==> src/rtl/square_select_pkg.sv <==
// Shared constants for the tic-tac-toe square selector: grid bounds, FSM encoding, players.
package square_select_pkg;

    localparam int GRID_N  = 9;
    localparam int COORD_W = 12;
    localparam int IDX_W   = 4;

    // Inclusive pixel bounds of the three columns and three rows
    localparam logic [COORD_W-1:0] COL0_LO = 12'd8;
    localparam logic [COORD_W-1:0] COL0_HI = 12'd343;
    localparam logic [COORD_W-1:0] COL1_LO = 12'd344;
    localparam logic [COORD_W-1:0] COL1_HI = 12'd679;
    localparam logic [COORD_W-1:0] COL2_LO = 12'd680;
    localparam logic [COORD_W-1:0] COL2_HI = 12'd1015;

    localparam logic [COORD_W-1:0] ROW0_LO = 12'd10;
    localparam logic [COORD_W-1:0] ROW0_HI = 12'd258;
    localparam logic [COORD_W-1:0] ROW1_LO = 12'd259;
    localparam logic [COORD_W-1:0] ROW1_HI = 12'd507;
    localparam logic [COORD_W-1:0] ROW2_LO = 12'd508;
    localparam logic [COORD_W-1:0] ROW2_HI = 12'd756;

    localparam logic PLAYER_X = 1'b0;
    localparam logic PLAYER_O = 1'b1;

    typedef enum logic [1:0] {
        ST_IDLE,
        ST_DECODE,
        ST_COMMIT,
        ST_WAIT_RELEASE
    } state_t;

    function automatic logic [GRID_N-1:0] square_bit(input logic [IDX_W-1:0] idx);
        logic [GRID_N-1:0] v;
        v      = '0;
        v[idx] = 1'b1;
        return v;
    endfunction

endpackage

==> src/rtl/square_select_if.sv <==
// Board-side bundle of the square selector. With SQUARE_SELECT_HOVER_EN a hover one-hot is added.
interface square_select_if;
    import square_select_pkg::*;

    logic [COORD_W-1:0] xpos;
    logic [COORD_W-1:0] ypos;
    logic               mouse_left;
    logic               start_en;
    logic [GRID_N-1:0]  square;
    logic [GRID_N-1:0]  owner;
    logic               turn;
    logic               sel_valid;
    logic [IDX_W-1:0]   sel_idx;
    logic               grid_full;
`ifdef SQUARE_SELECT_HOVER_EN
    logic [GRID_N-1:0]  hover;

    modport master (
        output xpos, ypos, mouse_left, start_en,
        input  square, owner, turn, sel_valid, sel_idx, grid_full, hover
    );
    modport slave (
        input  xpos, ypos, mouse_left, start_en,
        output square, owner, turn, sel_valid, sel_idx, grid_full, hover
    );
`else
    modport master (
        output xpos, ypos, mouse_left, start_en,
        input  square, owner, turn, sel_valid, sel_idx, grid_full
    );
    modport slave (
        input  xpos, ypos, mouse_left, start_en,
        output square, owner, turn, sel_valid, sel_idx, grid_full
    );
`endif

endinterface

==> src/rtl/square_select_grid_decode.sv <==
// Combinational pixel -> board square decode; index = row*3 + col, 0 when off the board.
module grid_decode
    import square_select_pkg::*;
(
    input  logic [COORD_W-1:0] x,
    input  logic [COORD_W-1:0] y,
    output logic               in_grid,
    output logic [IDX_W-1:0]   index
);

    logic [1:0] col;
    logic [1:0] row;
    logic       col_ok;
    logic       row_ok;

    always_comb begin
        col    = 2'd0;
        col_ok = 1'b1;
        if (x >= COL0_LO && x <= COL0_HI)      col = 2'd0;
        else if (x >= COL1_LO && x <= COL1_HI) col = 2'd1;
        else if (x >= COL2_LO && x <= COL2_HI) col = 2'd2;
        else                                   col_ok = 1'b0;

        row    = 2'd0;
        row_ok = 1'b1;
        if (y >= ROW0_LO && y <= ROW0_HI)      row = 2'd0;
        else if (y >= ROW1_LO && y <= ROW1_HI) row = 2'd1;
        else if (y >= ROW2_LO && y <= ROW2_HI) row = 2'd2;
        else                                   row_ok = 1'b0;

        in_grid = col_ok & row_ok;
        index   = in_grid ? ({2'b00, row} * 4'd3 + {2'b00, col}) : 4'd0;
    end

endmodule

==> src/rtl/square_select.sv <==
// Mouse-click square selector for a 3x3 board. Define SQUARE_SELECT_HOVER_EN for the hover output.
module square_select
    import square_select_pkg::*;
(
    input  logic          pclk,
    input  logic          rst,
    square_select_if.slave bus
);

    state_t state, state_nxt;

    logic               sync1, sync2, sync_d;
    logic [1:0]         sync_fill;
    logic               armed;
    logic               press;

    logic [COORD_W-1:0] lat_x, lat_y;
    logic               dec_in_grid;
    logic [IDX_W-1:0]   dec_index;
    logic               in_grid_q;
    logic [IDX_W-1:0]   index_q;

    logic [GRID_N-1:0]  square, owner;
    logic               turn, sel_valid, grid_full;
    logic [IDX_W-1:0]   sel_idx;

    logic               latch_en, decode_en, commit_try, commit_ok;

    // The synchronizer resets to 0, so a button held through reset would look like
    // a fresh edge; only arm once a valid low level has been seen after the chain fills.
    assign press = sync2 & ~sync_d & armed;

    always_ff @(posedge pclk) begin
        if (rst) state <= ST_IDLE;
        else     state <= state_nxt;
    end

    always_comb begin
        state_nxt  = state;
        latch_en   = 1'b0;
        decode_en  = 1'b0;
        commit_try = 1'b0;
        case (state)
            ST_IDLE: begin
                if (press && bus.start_en) begin
                    latch_en  = 1'b1;
                    state_nxt = ST_DECODE;
                end
            end
            ST_DECODE: begin
                decode_en = 1'b1;
                state_nxt = ST_COMMIT;
            end
            ST_COMMIT: begin
                commit_try = 1'b1;
                state_nxt  = ST_WAIT_RELEASE;
            end
            ST_WAIT_RELEASE: begin
                if (!sync2) state_nxt = ST_IDLE;
            end
            default: state_nxt = ST_IDLE;
        endcase
        if (!bus.start_en) state_nxt = ST_IDLE;
    end

    assign commit_ok = commit_try & in_grid_q & ~square[index_q] & ~grid_full;

    grid_decode u_decode (
        .x       (lat_x),
        .y       (lat_y),
        .in_grid (dec_in_grid),
        .index   (dec_index)
    );

    always_ff @(posedge pclk) begin
        if (rst) begin
            sync1     <= 1'b0;
            sync2     <= 1'b0;
            sync_d    <= 1'b0;
            sync_fill <= 2'b00;
            armed     <= 1'b0;
            lat_x     <= '0;
            lat_y     <= '0;
            in_grid_q <= 1'b0;
            index_q   <= '0;
            square    <= '0;
            owner     <= '0;
            turn      <= PLAYER_X;
            sel_valid <= 1'b0;
            sel_idx   <= '0;
            grid_full <= 1'b0;
        end else begin
            sync1     <= bus.mouse_left;
            sync2     <= sync1;
            sync_d    <= sync2;
            sync_fill <= {sync_fill[0], 1'b1};
            armed     <= armed | (~sync2 & sync_fill[1]);
            sel_valid <= 1'b0;
            grid_full <= &square;

            if (latch_en) begin
                lat_x <= bus.xpos;
                lat_y <= bus.ypos;
            end
            if (decode_en) begin
                in_grid_q <= dec_in_grid;
                index_q   <= dec_index;
            end

            // Leaving the game wins over a commit landing on the same edge
            if (!bus.start_en) begin
                square  <= '0;
                owner   <= '0;
                turn    <= PLAYER_X;
                sel_idx <= '0;
            end else if (commit_ok) begin
                square         <= square | square_bit(index_q);
                owner[index_q] <= turn;
                turn           <= (turn == PLAYER_X) ? PLAYER_O : PLAYER_X;
                sel_idx        <= index_q + 4'd1;
                sel_valid      <= 1'b1;
            end
        end
    end

    assign bus.square    = square;
    assign bus.owner     = owner;
    assign bus.turn      = turn;
    assign bus.sel_valid = sel_valid;
    assign bus.sel_idx   = sel_idx;
    assign bus.grid_full = grid_full;

`ifdef SQUARE_SELECT_HOVER_EN
    logic              hov_in_grid;
    logic [IDX_W-1:0]  hov_index;
    logic [GRID_N-1:0] hover;

    grid_decode u_hover (
        .x       (bus.xpos),
        .y       (bus.ypos),
        .in_grid (hov_in_grid),
        .index   (hov_index)
    );

    always_ff @(posedge pclk) begin
        if (rst)                            hover <= '0;
        else if (bus.start_en && hov_in_grid) hover <= square_bit(hov_index);
        else                                hover <= '0;
    end

    assign bus.hover = hover;
`endif

endmodule

==> src/flat_wrapper.sv <==
// flat-port wrapper written by rule: the top's interface ports become plain ports
module square_select_flat import square_select_pkg::*;
  (pclk, rst, bus_xpos, bus_ypos, bus_mouse_left, bus_start_en, bus_square, bus_owner, bus_turn, bus_sel_valid, bus_sel_idx, bus_grid_full);
  square_select_if bus_i ();
  input  logic pclk;
  input  logic rst;
  input wire logic [$bits(bus_i.xpos)-1:0] bus_xpos;
  input wire logic [$bits(bus_i.ypos)-1:0] bus_ypos;
  input wire logic [$bits(bus_i.mouse_left)-1:0] bus_mouse_left;
  input wire logic [$bits(bus_i.start_en)-1:0] bus_start_en;
  output wire logic [$bits(bus_i.square)-1:0] bus_square;
  output wire logic [$bits(bus_i.owner)-1:0] bus_owner;
  output wire logic [$bits(bus_i.turn)-1:0] bus_turn;
  output wire logic [$bits(bus_i.sel_valid)-1:0] bus_sel_valid;
  output wire logic [$bits(bus_i.sel_idx)-1:0] bus_sel_idx;
  output wire logic [$bits(bus_i.grid_full)-1:0] bus_grid_full;
  assign bus_i.xpos = bus_xpos;
  assign bus_i.ypos = bus_ypos;
  assign bus_i.mouse_left = bus_mouse_left;
  assign bus_i.start_en = bus_start_en;
  assign bus_square = bus_i.square;
  assign bus_owner = bus_i.owner;
  assign bus_turn = bus_i.turn;
  assign bus_sel_valid = bus_i.sel_valid;
  assign bus_sel_idx = bus_i.sel_idx;
  assign bus_grid_full = bus_i.grid_full;
  square_select u_core (.pclk(pclk), .rst(rst), .bus(bus_i));
endmodule
==> config.mk <==
export PLATFORM = sky130hd
export DESIGN_NAME = square_select_flat
export DESIGN_NICKNAME = d
export VERILOG_FILES = /design/src/rtl/square_select_pkg.sv /design/src/rtl/square_select_if.sv /design/src/rtl/square_select_grid_decode.sv /design/src/rtl/square_select.sv /design/src/flat_wrapper.sv
export SDC_FILE = /design/constraint.sdc
export NUM_CORES = 1
export LEC_CHECK = 0
export ABC_AREA = 1
export BUFFER_PORTS_ARGS = -buffer_cell sky130_fd_sc_hd__buf_2
export CAP_MARGIN = 15
export CORE_UTILIZATION = 57
export CTS_BUF_LIST = sky130_fd_sc_hd__clkbuf_2 sky130_fd_sc_hd__clkbuf_4 sky130_fd_sc_hd__clkbuf_8
export CTS_CLUSTER_DIAMETER = 50
export CTS_CLUSTER_SIZE = 24
export DETAILED_ROUTE_END_ITERATION = 8
export PLACE_DENSITY = 0.92
export SYNTH_ARGS = -nofsm -noshare
export SYNTH_HDL_FRONTEND = slang
export SYNTH_SLANG_ARGS = --single-unit
==> constraint.sdc <==
create_clock -name pclk -period 3.12 [get_ports pclk]
set_input_delay 0.312 -clock pclk [delete_from_list [all_inputs] [get_ports pclk]]
set_output_delay 0.312 -clock pclk [all_outputs]
set_load 0.01 [all_outputs]
Yosys cells after proc, flatten, opt, wreduce, memory -nomap -nowiden:

Index checks and enable logic that the tools add are counted.

* reduce and logical (&&, ||, !) cells: 12
* muxes and demuxes: 28
* equality and inequality tests: 5
* multipliers: 1
* divide/modulo/power cells: 0
* bitwise logic cells: 14
* shifts and indexed selects: 0
* add/sub/neg operators: 2
* magnitude comparators: 14

Operator list (count)
* greater-or-equal comparator 12 x 9 -> 1 bit, second input constant: 3
* <= comparator 12 x 10 -> 1 bit, second input constant: 3
* <= comparator 12 x 9 -> 1 bit, second input constant: 3
* greater-or-equal comparator 12 x 4 -> 1 bit, second input constant: 2
* two-way mux 2 bit: 8
* two-way mux 1 bit: 15
* greater-or-equal comparator 12 x 10 -> 1 bit, second input constant: 1
* bitwise mux 9 bit: 1
* OR 9 bit: 1
* AND reduction 9 bit: 1
* logical AND 1 bit: 8
* case mux 2 bit (4 select lines): 1
* AND 1 bit: 7
* less-than comparator 4 x 5 -> 1 bit, second input constant: 1
* NOT 1 bit: 5
* adder 4 x 1 -> 4 bit, second input constant: 1
* adder 4 x 2 -> 4 bit: 1
* binary-select mux 1 bit (select 4 bit): 1
* demux 1 bit (select 4 bit): 1
* equality test 2 bit, second input constant: 2
* greater-or-equal comparator 4 x 1 -> 1 bit, second input constant: 1
* multiplier 2 x 2 -> 4 bit, second input constant: 1
* two-way mux 4 bit: 1
* equality test 2 x 1 -> 1 bit, second input constant: 1
* 6 further kinds: 6

* word-level logic and storage cells: 93
* RAM bits: 0
* output and inout bits: 25
* memories: 0
* register bits after elaboration: 62
* latch bits: 0
* bits in read-only memories: 0

Longest topological paths before layout:

Gate-level depths: netlist of the first run.

* depth in word-level cells: 8
* depth in mapped cells: 15
* depth with buffers taken out: 15

By module:

A second synthesis of the first run with hierarchy kept.

* cells, all modules: 429
* area, all modules: 3052.9 um^2

By module, submodules not included
* square_select: cells each 337, times used 1, area an instance 2573.7 um^2
* grid_decode: cells each 92, times used 1, area an instance 479.2 um^2

Worst setup path before layout of the first run:

Ideal clock, no wire load.

* path type: register to register
* from: register u_core.lat_y[11]
* to: register u_core.index_q[2]
* slack: 731 ps
* stages on the path, launching flop included: 14
* arrival time: 2256 ps
* data required time: 2988 ps
* library setup time: 132 ps
* period minus slack after synthesis: 2389 ps
* path through: dfxtp_1 nor2_1 nand2_1 a21oi_1 nand2_1 nand2_1 inv_1 fa_1 ha_1 inv_1 fa_1 inv_1 nand4_1 a21oi_1

* word-level cells in the longest chain between the ends: 8

Ends and longest elaborated chain
* start: declaration: RTL line square_select.sv:17 `logic [COORD_W-1:0] lat_x, lat_y;`
* start signal: assignment: RTL line square_select.sv:103 `lat_y <= bus.ypos;`
* greater-or-equal comparator 12 x 9 -> 1 bit or <= comparator 12 x 10 -> 1 bit (tied branches): RTL line square_select_grid_decode.sv:28 `else if (y >= ROW2_LO && y <= ROW2_HI) row = 2'd2;`
* logical AND 1 bit: RTL line square_select_grid_decode.sv:28
* two-way mux 2 bit: RTL line square_select_grid_decode.sv:28
* two-way mux 2 bit: RTL line square_select_grid_decode.sv:27 `else if (y >= ROW1_LO && y <= ROW1_HI) row = 2'd1;`
* two-way mux 2 bit: RTL line square_select_grid_decode.sv:26 `if (y >= ROW0_LO && y <= ROW0_HI) row = 2'd0;`
* multiplier 2 x 2 -> 4 bit: RTL line square_select_grid_decode.sv:32 `index = in_grid ? ({2'b00, row} * 4'd3 + {2'b00, col}) : 4'd0;`
* adder 4 x 2 -> 4 bit: RTL line square_select_grid_decode.sv:32
* two-way mux 4 bit (*): RTL line square_select_grid_decode.sv:32
* end signal: assignment: RTL line square_select.sv:107 `index_q <= dec_index;`
* end: declaration: RTL line square_select.sv:21 `logic [IDX_W-1:0] index_q;`

Mark *: on every way between the ends. The rest lies on a longest branch, timed or not.
A chain may end at the register's enable or synchronous reset.

Worst setup path in the final report of the first run:

* from: register u_core.lat_y[8]
* to: register u_core.index_q[2]

The elaborated chain is that of the path after synthesis.

==> results.ini, run 1 <==
[synthesis]
syn_nets = 429
synthCells = 389
synth_cell_types = 34
yosys_warnings = 0
ys_ff_latch = 59
syn_area_um2 = 2920
postSynthAreaPerCell_um2 = 7.50
seq_area_frac_synth = 0.405

[place]
hpwl_mm = 4.47
io_buffers = 49
placed_cells = 490
gp_congestion = 0.912
place_ws_ns = 0.513
place_area_um2 = 3150

[route]
first_iter_violations = 238
wirelength_mm = 6.32
dr_total_vias = 2685
firstDrtPassIters = 4
ant_nets = 0
vias_per_cell = 5.31
drc = 0
wl_per_cell_um = 12.5

[clocking]
cts_root_buffer = clkbuf_8
clock_path_buffers = 2
post_cts_buffers = 0
ctsHtreeMaxLevel = 3
cts_resized = 0
cts_made_buffers = 9
cts_hold_buf = 0
clk-insertion-delay-late_ns = 0.34
cts.clk_slew.worst_paths_ns = 0.06
clock_sinks = 59
cts_tree = yes

[final_layout]
final_area_um2 = 3370
multiInputGateArea_um2 = 1390
final_nets = 474
fin_cells = 506
fillCellCount = 401
area_growth_pct = 15.3
final_util = 0.699
final_cell_mix = nand2_1 (65), dfxtp_1 (59), inv_1 (58)
n_antenna_cell = 0
drive_gt1_frac = 0.203
seq_area_um2 = 1180
final_common_cell = nand2_1

[setup_path]
cp_max_fo = 4
rrSetupSlack_ns = 0.41
cp-end-kind = register
r2r-start = u_core.lat_y[8]$_SDFFE_PP0P_
worstSetupPathType = reg -> reg
r2r_end = u_core.index_q[2]$_SDFFE_PP0N_
start_kind = register
crit_required_ns = 3.39
reg2reg_depth = 15
worst_ep_arrival_time_ns = 2.98

[hold_path]
hold_depth = 3
hold_end = u_core.sync1$_SDFF_PP0_
hp-start = bus_mouse_left
min_path_type = in -> reg

[power_and_ir_drop]
p_leak_nw = 1.48
power.density_nw_per_um2 = 466
irDropWorstVdd_v = 0.000353
power.total_mw = 1.57

[global_route]
grt_pass1_vias = 2414
grt_max_degree = 38
grt.overflow.total = 0
antenna_found_initial = 0
grt_usage = 0.260
grt_pass1_wl_mm = 10.6

[sta]
holdWs_ns = 0.183
fin_ws_ns = 0.414
min_period_over_period = 0.867
rsz0062_at_grt = no
tightestPinTransition_ns = 0.573
finalSetupTns_ns = 0
max_freq_mhz = 370
slew_viol_final = 0
setup_viol = 0
slew_headroom = 0.616
clock_skew_ns = 0.00826
timing.final.crit_period_ns = 2.71
hold_violations = 0

[die]
coreArea_um2 = 4820
die-width_um = 73.6
io_pins = 53
die_area_um2 = 5410
fp.dieH_um = 73.6
start_util = 0.606
rows = 25

[status]
status = finished, final reports clean

[run]
drv_cap = 0

cells in the mapped netlist, drive strengths merged:
cell type / number / area [µm²]
a21oi: 54 / 297
a31oi: 1 / 6.26
buf: 11 / 83.8
clkbuf: 5 / 18.8
dfxtp: 59 / 1180
fa: 2 / 40.0
ha: 10 / 125
inv: 63 / 241
nand2: 69 / 274
nand3: 31 / 180
nand4: 16 / 100
nor2: 31 / 149
nor3: 3 / 15.0
nor4: 2 / 27.5
o211ai: 2 / 20.0
o21a: 1 / 7.51
o21ai: 27 / 135
xnor2: 1 / 8.76
xor2: 1 / 8.76
power by group:
group	internal (mW)	switching, mW
clock	0.431	0.302
sequential	0.760	0.00410
combinational	0.0264	0.0442
state kept, by name (all words and copies together) (netlist names), 2 cells and up:
| register | flops |
|---|---|
| u_core.bus.owner | 9 |
| u_core.lat_x | 9 |
| u_core.bus.square | 9 |
| u_core.state | 2 |
| u_core.lat_y | 12 |
| u_core.index_q | 4 |
| u_core.sync_fill | 2 |
| u_core.bus.sel_idx | 4 |
per-layer routing:
layer  track usage  wire length [µm]  up-vias  part of all wire
met5             0                 0        -                 0
met4         0.126               117        0             0.019
met3        0.0631               331       13             0.052
met2         0.429              3140       80              0.50
met1         0.316              2730     1235              0.43
li1              -                 -     1357                 -
worst max-delay path by stage:
stage	slack [ns]	cells past startpoint	to	startpoint
6_report	0.41	15	u_core.index_q[2]$_SDFFE_PP0N_	u_core.lat_y[8]$_SDFFE_PP0P_
5_1_grt	0.23	13	u_core.index_q[2]$_SDFFE_PP0N_	u_core.lat_y[11]$_SDFFE_PP0P_
4_1_cts	0.46	13	u_core.index_q[2]$_SDFFE_PP0N_	u_core.lat_y[11]$_SDFFE_PP0P_
3_5_place_dp	0.51	13	u_core.index_q[2]$_SDFFE_PP0N_	u_core.lat_y[11]$_SDFFE_PP0P_
3_3_place_gp	0.60	13	u_core.index_q[2]$_SDFFE_PP0N_	u_core.lat_y[11]$_SDFFE_PP0P_
2_1_floorplan	0.73	13	u_core.index_q[2]$_SDFFE_PP0N_	u_core.lat_y[11]$_SDFFE_PP0P_
critical path: stages, from the launching register on:
cell     delay [ns]
dfxtp_1        0.40
inv_1          0.10
nor2_1         0.15
nand2_1        0.07
nor2_1         0.12
nand2_1        0.07
nand2_1        0.07
nand2_1        0.07
inv_1          0.10
fa_1           0.45
ha_1           0.22
inv_1          0.08
fa_1           0.41
inv_1          0.07
nand4_1        0.10
a21oi_1        0.14
area by class of cell:
type	count	area share
flip-flops and latches	59	0.351
repair buffers	50	0.0751
clock inverters	4	0.0141
clock buffers	12	0.0491
inverters	63	0.0717
well taps	67	0.0249
multi-input cells	251	0.414
cell families (layout without fill, tap and decap cells):
logic type / after synthesis / in the layout / share of synthesized area
XOR/XNOR: 2 / 2 / 0.00600
buffers and inverters: 79 / 129 / 0.118
flip-flops: 59 / 59 / 0.405
AND/OR/NAND/NOR: 152 / 152 / 0.255
AO/OA/AOI/OAI: 85 / 85 / 0.159
adder cells (fa/ha/maj): 12 / 12 / 0.0566
Power figures use the tool's default switching activity.
==> inputs of run 2 (changes only) <==
Settings changed: REMOVE_ABC_BUFFERS set to 1.
==> run 2 against run 1 <==
Net effect:
- die area did not move
- cell area fell by 0.67%
- combinational power decreased by 2%
- first-iteration DRC count fell by 35%
- sequential share of layout area grew 0.24 points
- fmax up 2.1%
- worst hold slack worse by 0.014 ns
- clock power down 4.6%
- clock skew is essentially flat
- sequential power barely moved
- critical path depth fell by 2
==> results.ini, run 2 (same netlist as run 1, synthesis figures left out) <==
[die]
rows = 25  ; unchanged
start_util = 0.606  ; unchanged
io_pins = 53  ; unchanged
die_area_um2 = 5410  ; unchanged
die-width_um = 73.6  ; unchanged
coreArea_um2 = 4820  ; unchanged
fp.dieH_um = 73.6  ; unchanged

[clocking]
cts.clk_slew.worst_paths_ns = 0.07  ; about the same
clock_path_buffers = 2  ; unchanged
cts_made_buffers = 9  ; unchanged
post_cts_buffers = 0  ; unchanged
cts_resized = 0  ; unchanged
ctsHtreeMaxLevel = 3  ; unchanged
clock_sinks = 59  ; unchanged
cts_tree = yes
cts_root_buffer = clkbuf_8
clk-insertion-delay-late_ns = 0.34  ; about the same
cts_hold_buf = 0  ; unchanged

[run]
drv_cap = 0  ; unchanged

[sta]
min_period_over_period = 0.850  ; -0.0177
setup_viol = 0  ; unchanged
finalSetupTns_ns = 0  ; unchanged
slew_viol_final = 0  ; unchanged
clock_skew_ns = 0.00830  ; +0.0000324 ns
rsz0062_at_grt = no
hold_violations = 0  ; unchanged
tightestPinTransition_ns = 0.593  ; +0.0199 ns
timing.final.crit_period_ns = 2.65  ; -0.0553 ns
holdWs_ns = 0.169  ; -0.0137 ns
slew_headroom = 0.603  ; -0.0134
max_freq_mhz = 377  ; +2.1%

[place]
gp_congestion = 0.885  ; -2.9%
hpwl_mm = 4.33  ; -3.3%
placed_cells = 489  ; -0.20%
io_buffers = 49  ; unchanged

[setup_path]
worstSetupPathType = reg -> reg
cp-end-kind = register
rrSetupSlack_ns = 0.47  ; +0.06 ns
max_stage_delay_ns = 0.45  ; about the same
startpoint = u_core.lat_y[11]$_SDFFE_PP0P_
crit_required_ns = 3.38  ; about the same
worst_ep_arrival_time_ns = 2.92  ; -0.06 ns
start_kind = register
path_cells = nor2_1, nand2_1, a21oi_1, nand2_1, nand2_1, inv_1, fa_1, ha_1, inv_1, fa_1, inv_1, nand4_1, a21oi_1
r2r-start = u_core.lat_y[11]$_SDFFE_PP0P_
slowest_stage = fa_1
cp_max_fo = 6  ; +2

[route]
wl_per_cell_um = 12.4  ; -0.86%
ant_nets = 0  ; unchanged
drc = 0  ; unchanged
vias_per_cell = 5.35  ; +0.80%
first_iter_violations = 154  ; -35%
wirelength_mm = 6.25  ; -1.1%
dr_total_vias = 2701  ; +0.60%
firstDrtPassIters = 5  ; +1

[global_route]
grt_pass1_wl_mm = 10.2  ; -3.5%
antenna_found_initial = 0  ; unchanged
grt_util_met3 = 0.0700  ; +0.00686
grt_pass1_vias = 2467  ; +2.2%
grt_usage = 0.247  ; -0.0123
grt_use_met2 = 0.433  ; +0.00408
grt_max_degree = 38  ; unchanged
grt.busiest_layer = met2
met1_usage = 0.277  ; -0.0390
grt.overflow.total = 0  ; unchanged

[final_layout]
largest_reg_flops = 12  ; unchanged
regMostFlops = u_core.lat_y
drive_gt1_frac = 0.201  ; -0.00182
final_util = 0.694  ; -0.00467
n_antenna_cell = 0  ; unchanged
final_nets = 473  ; -0.21%
fillCellCount = 409  ; +2.0%
final_common_cell = nand2_1
area_growth_pct = 14.5
final_cell_mix = nand2_1 (65), dfxtp_1 (59), inv_1 (58)
fin_cells = 505  ; -0.20%

[hold_path]
hp-start = bus_mouse_left
min_path_type = in -> reg

[status]
status = finished, final reports clean

[power_and_ir_drop]
irDropWorstVdd_v = 0.000352  ; -0.15%
power.density_nw_per_um2 = 458  ; -1.6%
p_leak_nw = 1.47  ; -0.74%
power.total_mw = 1.53  ; -2.3%

==> run 2: critical path: cells and delay by family, from the launching register on <==
family,cells,cell delay [ns]
compound gates,2,0.32
flops,1,0.32
buf+inv,3,0.21
simple gates,5,0.69
fa+ha+maj,3,1.05
==> run 2: worst paths after layout <==
kind | depth (start not counted) | to
max | 13 | u_core.index_q[2]$_SDFFE_PP0N_
max reg2reg | 13 | u_core.index_q[2]$_SDFFE_PP0N_
min | 3 | u_core.sync1$_SDFF_PP0_
min reg2reg | 2 | u_core.sync2$_SDFF_PP0_
==> run 2: report_power, final <==
group | leakage [nW] | internal [mW] | switching [mW] | total [mW]
clock network | 0.103 | 0.395 | 0.304 | 0.699
registers | 0.477 | 0.760 | 0.00404 | 0.764
logic | 0.887 | 0.0254 | 0.0435 | 0.0690
total | 1.47 | 1.18 | 0.351 | 1.53
==> run 2: stage by stage <==
stage,instance area [µm²],worst slack [ns]
2_1_floorplan,2820,0.747
3_3_place_gp,3150,0.612
3_5_place_dp,3150,0.533
4_1_cts,3340,0.479
5_1_grt,3340,0.260
6_report,3340,0.469
==> run 2: layout make-up <==
class                           count  area [µm²]  share of cell area
Sequential cell                    59        1180               0.353
Clock inverter                      5        52.6              0.0157
Inverter                           63         241              0.0722
Timing Repair Buffer               49         245              0.0734
Clock buffer                       11         145              0.0434
Tap cell                           67        83.8              0.0251
Multi-Input combinational cell    251        1390               0.417
==> run 2: layer usage <==
metal	up-vias	routed length (µm)	share of wire
met3	18	338	0.054
met4	0	135	0.022
met5	-	0	0
met2	98	3020	0.48
li1	1350	-	-
met1	1235	2760	0.44
==> inputs of run 3 (changes only) <==
Settings changed: CORE_UTILIZATION 57 to 52, PLACE_DENSITY 0.92 to 0.89.
Clock period 3.12 ns to 2.15 ns, I/O delays scaled along.
==> run 3 against run 2 <==
Net effect:
- largest cell class unchanged
- the run now ends with negative setup slack left
- cell area up 11%
- power up 62%
- critical path depth up 1
- utilization up 0.94 points
- sequential share of layout area down 3.2 points
- combinational power up 72%
- non-clock buffer count up 31
- setup slack worse by 0.86 ns
==> results.ini, run 3 (same netlist as run 1, synthesis figures left out) <==
[status]
status = finished, violations left
violations = negative setup slack

[final_layout]
multiInputGateArea_um2 = 1450  ; +4.2%
fin_cells = 539  ; +6.7%
fillCellCount = 403  ; -1.5%
n_antenna_cell = 0  ; unchanged
regMostFlops = u_core.lat_y
final_cell_mix = nand2_1 (61), dfxtp_1 (52), inv_1 (50)
final_area_um2 = 3710  ; +11%
final_common_cell = nand2_1
seq_area_um2 = 1190  ; +0.95%
final_nets = 504  ; +6.6%
drive_gt1_frac = 0.318  ; +0.117
area_growth_pct = 27.0
largest_reg_flops = 12  ; unchanged

[sta]
fin_ws_ns = -0.391  ; -0.860 ns
finalSetupTns_ns = -0.654  ; -0.654 ns
holdWs_ns = 0.0830  ; -0.0859 ns
rsz0062_at_grt = yes
setup_viol = 2  ; +2
hold_violations = 0  ; unchanged
timing.final.crit_period_ns = 2.54  ; -0.110 ns
max_freq_mhz = 394  ; +4.3%
slew_viol_final = 0  ; unchanged
min_period_over_period = 1.18  ; +0.332
slew_headroom = 0.606  ; +0.00264
tightestPinTransition_ns = 0.591  ; -0.00241 ns
clock_skew_ns = 0.0102  ; +0.00188 ns

[die]
fp.dieH_um = 76.9  ; +4.6%
die-width_um = 76.9  ; +4.6%
io_pins = 53  ; unchanged
start_util = 0.554  ; -0.0521
coreArea_um2 = 5270  ; +9.4%
rows = 26  ; +4.0%
die_area_um2 = 5920  ; +9.4%

[clocking]
clock_sinks = 59  ; unchanged
cts_made_buffers = 9  ; unchanged
ctsHtreeMaxLevel = 3  ; unchanged
cts_root_buffer = clkbuf_8
cts_tree = yes
cts.clk_slew.worst_paths_ns = 0.07  ; about the same
clk-insertion-delay-late_ns = 0.34  ; about the same
clock_path_buffers = 2  ; unchanged

[route]
vias_per_cell = 5.30  ; -0.86%
firstDrtPassIters = 5  ; unchanged
first_iter_violations = 135  ; -12%
wl_per_cell_um = 12.9  ; +4.5%
dr_total_vias = 2858  ; +5.8%
drc = 0  ; unchanged
ant_nets = 0  ; unchanged
wirelength_mm = 6.97  ; +11%

[hold_path]
hp-start = bus_mouse_left
hold_end = u_core.sync1$_SDFF_PP0_
hold_depth = 3  ; unchanged
min_path_type = in -> reg

[power_and_ir_drop]
power.density_nw_per_um2 = 671  ; +46%
clkPwrFrac = 0.507  ; +0.051
p_int_mw = 1.95  ; +65%
p_sw_uw = 535  ; +52%
pwr-share-seq = 0.445  ; -0.054
p_leak_nw = 1.63  ; +11%
p_comb_frac = 0.048  ; +0.003
swShare = 0.215  ; -0.0144
irDropWorstVdd_v = 0.000535  ; +52%

[global_route]
grt.overflow.total = 0  ; unchanged
grt_pass1_vias = 2705  ; +9.6%
grt_pass1_wl_mm = 11.9  ; +17%
grt_usage = 0.253  ; +0.00546
grt_max_degree = 38  ; unchanged
antenna_found_initial = 0  ; unchanged

[setup_path]
cp-end-kind = register
start_kind = register
worstSetupPathType = reg -> reg
rrSetupSlack_ns = -0.39  ; -0.86 ns
r2r-start = u_core.lat_y[6]$_SDFFE_PP0P_
worst_ep_arrival_time_ns = 2.75  ; -0.17 ns
r2r_end = u_core.index_q[2]$_SDFFE_PP0N_
reg2reg_depth = 14  ; +1
crit_required_ns = 2.36  ; -1.02 ns
cp_max_fo = 3  ; -3

[place]
hpwl_mm = 4.78  ; +10%
io_buffers = 49  ; unchanged
gp_congestion = 0.833  ; -5.9%
placed_cells = 520  ; +6.3%
place_area_um2 = 3360  ; +6.8%

[run]
drv_cap = 0  ; unchanged

[run 3: cell types whose count changed in the layout (fill, tap and decap cells not counted), moves of 4 or more]
cell / change
nand2_1: -4
dfxtp_1: -7
inv_1: -8
inv_2: +7
nor2_1: -6
buf_4: +30
nand2_2: +4
dfxtp_2: +6
[run 3: timing repair]
action / CTS / global route
pin swaps: 8 / 7
gates resized for setup: 20 / 17
endpoints found under the setup margin: 2 / 3
buffers inserted: 2 / 1
hold buffers: 0 / 0
[run 3: worst max-delay path, stage by stage, from the launching register on]
cell and delay, ns:
dfxtp_2 0.36, nand2_2 0.08, nor2_4 0.12, nand4_1 0.10, nand2_1 0.07, nand2_1 0.07
nand2_2 0.09, inv_2 0.05, fa_1 0.55, ha_2 0.18, inv_2 0.03, fa_2 0.52
inv_2 0.03, nand4_1 0.09, a21oi_1 0.08
[run 3: stage by stage]
| stage | total power, mW | worst slack, ns | utilization |
|---|---|---|---|
| 2_1_floorplan | 1.19 | -0.223 | - |
| 3_3_place_gp | 1.24 | -0.247 | 0.637 |
| 3_5_place_dp | 1.24 | -0.393 | 0.637 |
| 4_1_cts | 2.50 | -0.309 | 0.695 |
| 5_1_grt | 2.57 | -0.498 | 0.703 |
| 6_report | 2.49 | -0.391 | 0.703 |
[run 3: worst max path at each step]
stage / slack, ns / startpoint / cells after the start / end
after global placement: -0.25 / u_core.lat_y[11]$_SDFFE_PP0P_ / 14 / u_core.index_q[2]$_SDFFE_PP0N_
final: -0.39 / u_core.lat_y[6]$_SDFFE_PP0P_ / 14 / u_core.index_q[2]$_SDFFE_PP0N_
after detailed placement: -0.39 / u_core.lat_y[11]$_SDFFE_PP0P_ / 13 / u_core.index_q[2]$_SDFFE_PP0N_
after global routing: -0.50 / u_core.lat_y[11]$_SDFFE_PP0P_ / 14 / u_core.index_q[2]$_SDFFE_PP0N_
after floorplan: -0.22 / u_core.lat_y[11]$_SDFFE_PP0P_ / 13 / u_core.index_q[2]$_SDFFE_PP0N_
after CTS: -0.31 / u_core.lat_y[10]$_SDFFE_PP0P_ / 15 / u_core.index_q[2]$_SDFFE_PP0N_
[run 3: final cells by class]
type,instances,share of cell area
Clock buffer,10,0.0371
Tap cell,70,0.0236
Clock inverter,6,0.0300
Multi-Input combinational cell,251,0.392
Timing Repair Buffer,80,0.130
Inverter,63,0.0658
Sequential cell,59,0.322
[run 3: metal layers]
layer / up-vias / share of wire / global-route usage
li1: 1420 / - / -
met3: 14 / 0.045 / 0.0607
met2: 90 / 0.51 / 0.445
met1: 1334 / 0.42 / 0.296
met5: - / 0 / 0
met4: 0 / 0.020 / 0.0923
[run 3: power by group through the flow]
stage	clock network, mW	logic (mW)	registers [mW]
5_1_grt	1.33	0.135	1.11
4_1_cts	1.27	0.115	1.11
2_1_floorplan	0	0.0589	1.13
6_report	1.26	0.119	1.11
3_5_place_dp	0	0.111	1.13
3_3_place_gp	0	0.106	1.13
